[src/rtl/pipeline_ctrl_pkg.sv]
// Shared types and constants for the pipeline hazard/sequencing controller.
// Exports: state_t (RUN, DWAIT, HALTED), REG_W, REG_ZERO.
package pipeline_ctrl_pkg;

   typedef enum logic [1:0] {
      RUN    = 2'd0,
      DWAIT  = 2'd1,
      HALTED = 2'd2
   } state_t;

   localparam int REG_W = 5;
   localparam logic [REG_W-1:0] REG_ZERO = '0;

endpackage

[src/rtl/pipeline_ctrl_hazard_unit.sv]
// Load-use detector: a load in ID/EX whose destination feeds the decode stage.
// Ports: ex_dren, ex_wsel, id_rs, id_rt in; lduse out (combinational).
module hazard_unit
   import pipeline_ctrl_pkg::*;
(
   input  logic             ex_dren,
   input  logic [REG_W-1:0] ex_wsel,
   input  logic [REG_W-1:0] id_rs,
   input  logic [REG_W-1:0] id_rt,
   output logic             lduse
);

   // r0 is hardwired to zero, so a load into it can never be a real dependency
   assign lduse = ex_dren
                & (ex_wsel != REG_ZERO)
                & ((ex_wsel == id_rs) | (ex_wsel == id_rt));

endmodule

[src/rtl/pipeline_ctrl.sv]
// Hazard and sequencing controller: latch enables/flushes, PC enable, halt.
// Ports: CLK, nRST, ihit, dhit, mem_*, ex_*, id_rs/rt in; pc_en, *_en, *_flush, dwait, halt, stall_count out.
module pipeline_ctrl
   import pipeline_ctrl_pkg::*;
#(
   parameter int CNT_W = 32
)
(
   input  logic             CLK,
   input  logic             nRST,
   input  logic             ihit,
   input  logic             dhit,
   input  logic             mem_dren,
   input  logic             mem_dwen,
   input  logic             mem_pcsrc,
   input  logic             mem_halt,
   input  logic             ex_dren,
   input  logic [REG_W-1:0] ex_wsel,
   input  logic [REG_W-1:0] id_rs,
   input  logic [REG_W-1:0] id_rt,
   output logic             pc_en,
   output logic             ifid_en,
   output logic             idex_en,
   output logic             exmem_en,
   output logic             memwb_en,
   output logic             ifid_flush,
   output logic             idex_flush,
   output logic             exmem_flush,
   output logic             memwb_flush,
   output logic             dwait,
   output logic             halt,
   output logic [CNT_W-1:0] stall_count
);

   state_t     state, next_state;
   logic       lduse;
   logic       dstall;
   logic       pc_c;
   logic [3:0] en_c;  // {ifid, idex, exmem, memwb}
   logic [3:0] fl_c;  // {ifid, idex, exmem, memwb}
   logic       stall_c;

   hazard_unit u_hazard (
      .ex_dren (ex_dren),
      .ex_wsel (ex_wsel),
      .id_rs   (id_rs),
      .id_rt   (id_rt),
      .lduse   (lduse)
   );

   assign dstall = (mem_dren | mem_dwen) & ~dhit;

   always_ff @(posedge CLK or negedge nRST) begin
      if (!nRST) begin
         state <= RUN;
      end else begin
         state <= next_state;
      end
   end

   // First matching rule wins; halt is checked ahead of the memory wait
   // so a halt paired with a pending access does not wait for dhit.
   always_comb begin
      next_state = state;
      pc_c       = 1'b0;
      en_c       = 4'b0000;
      fl_c       = 4'b0000;
      stall_c    = 1'b0;
      case (state)
         HALTED: begin
            next_state = HALTED;
         end
         default: begin
            next_state = RUN;
            if (mem_halt) begin
               en_c       = 4'b0001;
               fl_c       = 4'b1110;
               next_state = HALTED;
            end else if (dstall) begin
               stall_c    = 1'b1;
               next_state = DWAIT;
            end else if (mem_pcsrc) begin
               pc_c = 1'b1;
               en_c = 4'b1111;
               fl_c = 4'b1110;
            end else if (lduse) begin
               en_c    = 4'b0011;
               fl_c    = 4'b0100;
               stall_c = 1'b1;
            end else if (!ihit) begin
               en_c    = 4'b0111;
               fl_c    = 4'b1000;
               stall_c = 1'b1;
            end else begin
               pc_c = 1'b1;
               en_c = 4'b1111;
            end
         end
      endcase
   end

   assign pc_en       = pc_c    & nRST;
   assign ifid_en     = en_c[3] & nRST;
   assign idex_en     = en_c[2] & nRST;
   assign exmem_en    = en_c[1] & nRST;
   assign memwb_en    = en_c[0] & nRST;
   assign ifid_flush  = fl_c[3] & nRST;
   assign idex_flush  = fl_c[2] & nRST;
   assign exmem_flush = fl_c[1] & nRST;
   assign memwb_flush = fl_c[0] & nRST;

   assign dwait = (state == DWAIT);
   assign halt  = (state == HALTED);

   always_ff @(posedge CLK or negedge nRST) begin
      if (!nRST) begin
         stall_count <= '0;
      end else if (stall_c && (stall_count != '1)) begin
         stall_count <= stall_count + 1'b1;
      end
   end

endmodule

[config.mk]
export PLATFORM = sky130hd
export DESIGN_NAME = pipeline_ctrl
export DESIGN_NICKNAME = d
export VERILOG_FILES = /design/src/rtl/pipeline_ctrl_pkg.sv /design/src/rtl/pipeline_ctrl_hazard_unit.sv /design/src/rtl/pipeline_ctrl.sv
export SDC_FILE = /design/constraint.sdc
export NUM_CORES = 1
export LEC_CHECK = 0
export CORE_ASPECT_RATIO = 1.4
export CORE_UTILIZATION = 49
export DETAILED_ROUTE_END_ITERATION = 7
export PLACE_DENSITY = 0.84
export REMOVE_ABC_BUFFERS = 1
export SETUP_SLACK_MARGIN = 0.4
export SLEW_MARGIN = 20
export SYNTH_ARGS = -nofsm -noshare
export SYNTH_HDL_FRONTEND = slang
export SYNTH_SLANG_ARGS = --single-unit
[constraint.sdc]
create_clock -name CLK -period 4.4 [get_ports CLK]
set_input_delay 0.66 -clock CLK [delete_from_list [all_inputs] [get_ports CLK]]
set_output_delay 0.66 -clock CLK [all_outputs]
set_load 0.01 [all_outputs]
==> summary.txt, run 1 <==
Clocking
  – Root Driver: clkbuf_8
  – Total CTS buffers: 5
  – # H-tree levels: 2
  – CTS tree: built
  – # hold bufs at CTS: 0
  – Worst-Skew Late Latency: 0.28 ns
  – Post-cts resize count: 0
  – Clock-pin slew on the worst setup and hold paths: 0.07 ns
  – Max Buffers Root-to-Sink: 2
  – Post CTS Setup Buffer Count: 0
  – Sink Count: 34

Worst hold path
  – HP Class: flop to flop
  – WHS Endpoint: stall_count[27]$_DFFE_PN0P_
  – Min-delay src: stall_count[27]$_DFFE_PN0P_
  – WHS Path Cells: 1

Detailed routing
  – Initial drt markers: 67
  – Drt pass-1 iters: 4
  – Count of antenna-violating nets left after detailed routing: 0
  – Final wirelength: 4610 microns
  – Vias: 1736
  – Vias/cell: 5.56
  – # DRC: 0
  – Wire per inst: 14.8 microns

Power
  – PwrDens: 222 nW/um^2
  – Maximum vdd drop: 0.000242 V
  – Leak: 1.15 nW
  – Power Total: 0.000606 W

Logic synthesis
  – Synthesis-stage register bit count: 34
  – Fraction of the mapped netlist area in simple logic gates: 28.2%
  – Cell area after synthesis: 1940 sq um
  – Mux cell area share after synthesis: 0.580%
  – Synth area leader: dfrtp_1
  – Largest family of logic cells by synthesized area: simple AND/OR/NAND/NOR gates
  – EDFF count, synth: 0
  – Post-synthesis compound-gate area fraction: 5.87%
  – Number of unique standard cell types used by synthesis: 42
  – Yosys warnings: 0
  – Fraction of the mapped netlist area in adder cells: 0.645%
  – XOR/XNOR Fraction of Synth Area: 18.5%
  – Dominant cells by area after synthesis: dfrtp_1 44%, xnor2_1 14%, nand4_1 5.2%
  – Post-synthesis instance total: 199
  – Top FF cell, synth: dfrtp_1
  – Post-synth ARST share: 100%
  – Syn Area/Cell: 9.75 sq um
  – Share of the synthesized area in the top cell type: 43.8%
  – Sequential area share after synthesis: 43.8%

STA
  – Final setup fails: 0
  – Final TNS setup: 0 ns
  – Skew final: 0.00561 ns
  – Final Hold Fails: 0
  – Pins Over Slew Limit: 0
  – Final min period: 3.31 ns
  – Max_slew headroom: 51.1%
  – Unrepaired setup endpoints after global routing: no
  – Max Fclk: 0.302 GHz
  – Tcrit/Tclk final: 75.2%
  – Worst slew pin tran: 0.732 ns

Layout
  – Area grow syn2layout: 40.5%
  – Share of layout cells above drive strength 1: 5.93%
  – Area of the multi-input gates: 1050 sq um
  – Layout Nets: 294
  – Storage cell area: 851 sq um
  – Diode count: 0
  – Fill count: 298
  – Fin cells: 312
  – Final Util: 73.5%
  – Most frequent cells in the layout: 65 x clkdlybuf4s50_1, 34 x dfrtp_1, 32 x xnor2_1
  – Commonest non-fill, non-tap cell in the layout: clkdlybuf4s50_1

Global route
  – Global-route wire length before repair: 7410 microns
  – GRT Total Usage: 23.9%
  – Largest net degree at the start of global routing: 35
  – Vias in the first global route: 1714
  – GRT Residual Overflow: 0
  – Initial antenna violation count: 0

Critical path
  – Worst Path Required: 3.74 ns
  – Worst R2R Setup Slack: 2.13 ns
  – Worst setup SP type: primary input
  – Delay-heaviest family, CP: buffers and inverters
  – CP max stage delay: 0.53 ns
  – Crit path capture type: output port
  – Buffers & Inverters on Critical Path: 2
  – Worst R2R Start: stall_count[24]$_DFFE_PN0P_
  – Slowest CP cell: clkdlybuf4s50_1
  – Critical R2R Capture: stall_count[1]$_DFFE_PN0P_
  – Cells along the critical path: clkdlybuf4s50_1 -> xnor2_1 -> nand3_1 -> o22ai_1 -> nand3_1 -> a21oi_1 -> nor3_1 -> clkdlybuf4s50_1
  – Setup CP Type: primary input to output port
  – CP arrival: 2.65 ns
  – Reg2Reg Depth: 6
  – Max FO, Critical Path: 4

Run status
  – Status: completed

Floorplanning
  – Die Width: 55.2 microns
  – Core Area: 3710 sq um
  – Die Ht: 76.5 microns
  – Initial core utilization: 52.3%
  – Std-Cell Rows: 26
  – Die area: 4220 sq um
  – Top Ports: 67

Placement
  – PortBufs: 65
  – DP HPWL: 3430 microns
  – Placer Congestion: 0.893
  – # placed instances: 304

Flow run
  – # Max-Cap Violations: 0
[per-stage QoR]
step	cell area [sq um]	setup WS, ns	hold slack (ns)
global route	2730	0.886	0.530
detailed placement	2640	1.08	0.487
CTS	2730	1.08	0.498
global placement	2640	1.12	0.480
floorplan	1920	2.15	0.364
finish	2730	1.09	0.496
[final cells by class]
class,count,area share (%)
clock buffer,7,3.17
multi-input combinational,155,38.4
inverter,7,0.964
tap,42,1.93
sequential,34,31.2
clock inverter,1,0.184
timing repair buffer,66,24.1
[registers in the layout (all words and copies together), names as in the netlist]
register     count
stall_count     32
state            2
[per-layer routing]
metal / vias to the layer above / wire [microns] / GRT usage [%]
li1: 834 / - / -
met3: 5 / 378 / 6.59
met2: 68 / 2390 / 41.8
met4: 0 / 49 / 8.25
met1: 829 / 1790 / 26.1
met5: - / 0 / 0
[cells in the mapped netlist, types with 2 or more instances]
master and n:
xnor2_1 32, and4_1 3, nor4b_1 2, nand4_1 16
a21oi_1 3, nor3_1 5, inv_1 6, and3_1 7
or3b_1 2, nand2_1 17, xor2_1 9, nand3_1 15
nor4_1 2, o21ai_0 3, nor2b_1 2, dfrtp_1 34
nor2_1 16
[kinds of logic after synthesis]
kind of cell,Yosys count
xor+xnor,41
flops,34
other cells,1
mux,1
simple gates,96
fa+ha+maj,1
buf+inv,10
compound gates,15
[worst max-delay path by stage]
stage | start | endpoint | slack (ns) | depth (start not counted)
floorplan | dhit | stall_count[21]$_DFFE_PN0P_ | 2.15 | 6
global placement | ex_wsel[0] | pc_en | 1.12 | 8
detailed placement | ex_wsel[3] | ifid_flush | 1.08 | 8
CTS | ex_wsel[3] | ifid_flush | 1.08 | 8
global route | ex_wsel[3] | ifid_en | 0.89 | 8
finish | ex_wsel[3] | pc_en | 1.09 | 8
[power breakdown]
group	internal [W]	total, W	switching [W]
clock network	0.000126	0.000234	0.000108
registers	0.000313	0.000314	0.000000774
logic	0.0000316	0.0000586	0.0000270
total	0.000471	0.000606	0.000136
Note: power is estimated with default switching activity, not from simulation.
==> inputs of run 2 (changes only) <==
Settings changed: CORE_UTILIZATION 49 to 45, PLACE_DENSITY 0.84 to 0.78.
Clock period 4.4 ns to 3.05 ns, I/O delays scaled along.
==> summary.txt, run 2 (same netlist as run 1, synthesis figures left out) <==
Critical path
  – CP endpoint: idex_en (was pc_en)
  – Slowest CP cell: clkdlybuf4s50_1 (unchanged)
  – Crit path capture type: output port (unchanged)
  – Reg2Reg Depth: 7 (was 6)
  – Worst setup SP type: primary input (unchanged)
  – Crit path launch: id_rt[0] (was ex_wsel[3])
  – CP arrival: 2.11 ns (was 2.65 ns)
  – Delay-heaviest family, CP: buffers and inverters (unchanged)
  – WP depth: 7 (was 8)
  – CP max stage delay: 0.47 ns (was 0.53 ns)
  – Critical Path Most Common Cell: clkdlybuf4s50_1
  – Max FO, Critical Path: 3 (was 4)
  – Worst Path Required: 2.59 ns (was 3.74 ns)
  – Cells along the critical path: clkdlybuf4s50_1 -> xnor2_1 -> nand3_1 -> o22ai_2 -> nand3_2 -> o21a_1 -> clkdlybuf4s50_1 (was clkdlybuf4s50_1 -> xnor2_1 -> nand3_1 -> o22ai_1 -> nand3_1 -> a21oi_1 -> nor3_1 -> clkdlybuf4s50_1)
  – Setup CP Type: primary input to output port (unchanged)
  – Buffers & Inverters on Critical Path: 2 (unchanged)
  – Worst R2R Start: stall_count[24]$_DFFE_PN0P_ (unchanged)
  – Worst R2R Setup Slack: 0.84 ns (was 2.13 ns)
  – Critical R2R Capture: stall_count[1]$_DFFE_PN0P_ (unchanged)

STA
  – Max Fclk: 0.390 GHz
  – Skew final: 0.00816 ns (was 0.00561 ns)
  – Final setup fails: 0 (unchanged)
  – Worst slew pin tran: 0.508 ns (was 0.732 ns)
  – Unrepaired setup endpoints after global routing: no (unchanged)
  – Pins Over Slew Limit: 0 (unchanged)
  – Final min period: 2.56 ns
  – Final Hold Fails: 0 (unchanged)
  – Max_slew headroom: 65.8% (was 51.1%)
  – Tcrit/Tclk final: 84.1%
  – Final TNS setup: 0 ns (unchanged)

Clocking
  – Max Buffers Root-to-Sink: 2 (unchanged)
  – # hold bufs at CTS: 0 (unchanged)
  – CTS tree: built (unchanged)
  – Clock-pin slew on the worst setup and hold paths: 0.06 ns (was 0.07 ns)
  – Worst-Skew Late Latency: 0.29 ns (was 0.28 ns)
  – Root Driver: clkbuf_8 (unchanged)
  – Total CTS buffers: 5 (unchanged)
  – Sink Count: 34 (unchanged)
  – # H-tree levels: 2 (unchanged)

Global route
  – GRT Total Usage: 21.5% (was 23.9%)
  – Initial antenna violation count: 0 (unchanged)
  – Vias in the first global route: 1657 (was 1714)
  – GRT Residual Overflow: 0 (unchanged)
  – Global-route wire length before repair: 7560 microns (was 7410 microns)
  – Largest net degree at the start of global routing: 33 (was 35)

Floorplanning
  – Core Area: 4020 sq um (was 3710 sq um)
  – Die Width: 57.5 microns (was 55.2 microns)
  – Die Ht: 79.7 microns (was 76.5 microns)
  – Initial core utilization: 48.3% (was 52.3%)
  – Std-Cell Rows: 27 (was 26)
  – Die area: 4580 sq um (was 4220 sq um)
  – Top Ports: 67 (unchanged)

Power
  – PwrDens: 341 nW/um^2 (was 222 nW/um^2)
  – Leak: 1.25 nW (was 1.15 nW)
  – Maximum vdd drop: 0.000283 V (was 0.000242 V)

Flow run
  – # Max-Cap Violations: 0 (unchanged)

Layout
  – Top flop regs: stall_count x32, state x2 (unchanged)
  – Final Util: 70.4% (was 73.5%)
  – Share of layout cells above drive strength 1: 10.1% (was 5.93%)
  – Commonest non-fill, non-tap cell in the layout: clkdlybuf4s50_1 (unchanged)
  – Area grow syn2layout: 45.8% (was 40.5%)
  – Fill count: 322 (was 298)
  – Max reg flops: 32 (unchanged)
  – Top reg by flops: stall_count (unchanged)
  – Layout Nets: 301 (was 294)
  – Diode count: 0 (unchanged)
  – Most frequent cells in the layout: 56 x clkdlybuf4s50_1, 34 x dfrtp_1, 32 x xnor2_1 (was 65 x clkdlybuf4s50_1, 34 x dfrtp_1, 32 x xnor2_1)

Placement
  – Placer Congestion: 0.803 (was 0.893)
  – DP HPWL: 3360 microns (was 3430 microns)
  – PortBufs: 65 (unchanged)

Run status
  – Violated checks: design-rule violations
  – Status: complete, but fails checks (was completed)

Detailed routing
  – Final wirelength: 4620 microns (was 4610 microns)
  – Vias: 1736 (unchanged)
  – Initial drt markers: 82 (was 67)
  – # DRC: 8 (was 0)
  – Drt pass-1 iters: 7 (was 4)
  – Count of antenna-violating nets left after detailed routing: 0 (unchanged)
  – Wire per inst: 14.5 microns (was 14.8 microns)
  – Vias/cell: 5.44 (was 5.56)

Worst hold path
  – HP Class: primary input to async pin (was flop to flop)
## run 2: cell types whose count changed in the layout (fill, tap and decap cells not counted), sizes merged
cell           before  now
buf                 1    8
bufinv              0    1
clkbuf              7    6
clkdlybuf4s15       0    1
clkdlybuf4s50      65   56
clkinv              1    0
dlygate4sd2         0    4
dlymetal6s2s        0    4
## run 2: routing by layer
metal,vias to the layer above,part of all wire (%),GRT usage [%],routed length (microns)
met1,822,42,25.1,1920
li1,853,-,-,-
met4,0,1.5,8.05,68
met2,54,50,37.8,2330
met5,-,0,0,0
met3,7,6.5,5.02,300
## run 2: layout make-up
class	instances	area, sq um	share of cell area [%]
Clock buffer	6	82.6	2.92
Clock inverter	1	30.0	1.06
Inverter	7	26.3	0.929
Multi-Input combinational cell	155	1070	37.8
Sequential cell	34	851	30.1
Tap cell	43	53.8	1.90
Timing Repair Buffer	73	716	25.3
## run 2: what timing repair did
| item | CTS | global route |
|---|---|---|
| resized for setup | 9 | 7 |
| setup buffers | 2 | 2 |
| pin swaps | 2 | 2 |
| setup endpoints to repair | 5 | 6 |
## run 2: where the power goes
part	internal, W	switching, W
logic	0.0000494	0.0000419
clock network	0.000261	0.000159
registers	0.000452	0.00000121
## run 2: stage by stage
stage / setup WS (ns) / hold WS, ns / area, sq um / total power [W] / cells
2_1_floorplan: 1.00 / 0.162 / 1920 / 0.000492 / 196
3_3_place_gp: 0.191 / 0.479 / 2660 / 0.000548 / 308
3_5_place_dp: 0.136 / 0.487 / 2660 / 0.000549 / 308
4_1_cts: 0.351 / 0.364 / 2800 / 0.000976 / 317
5_1_grt: 0.413 / 0.380 / 2830 / 0.00100 / 319
6_report: 0.485 / 0.377 / 2830 / 0.000964 / 319
## run 2: worst reg2reg max path: stages, from the launching register on
cell     delay, ns
dfrtp_1       0.46
nand4_1       0.19
or3_1         0.45
nor2_1        0.25
a21oi_1       0.11
buf_4         0.19
nand2_1       0.11
mux2_2        0.34
## run 2: worst min-delay path by stage
stage / startpoint / end / cells past startpoint
3_3_place_gp: stall_count[27]$_DFFE_PN0P_ / stall_count[27]$_DFFE_PN0P_ / 1
2_1_floorplan: nRST / stall_count[0]$_DFFE_PN0P_ / 0
3_5_place_dp: stall_count[8]$_DFFE_PN0P_ / stall_count[8]$_DFFE_PN0P_ / 1
5_1_grt: nRST / state[0]$_DFF_PN0_ / 1
6_report: nRST / state[0]$_DFF_PN0_ / 1
4_1_cts: nRST / state[0]$_DFF_PN0_ / 1
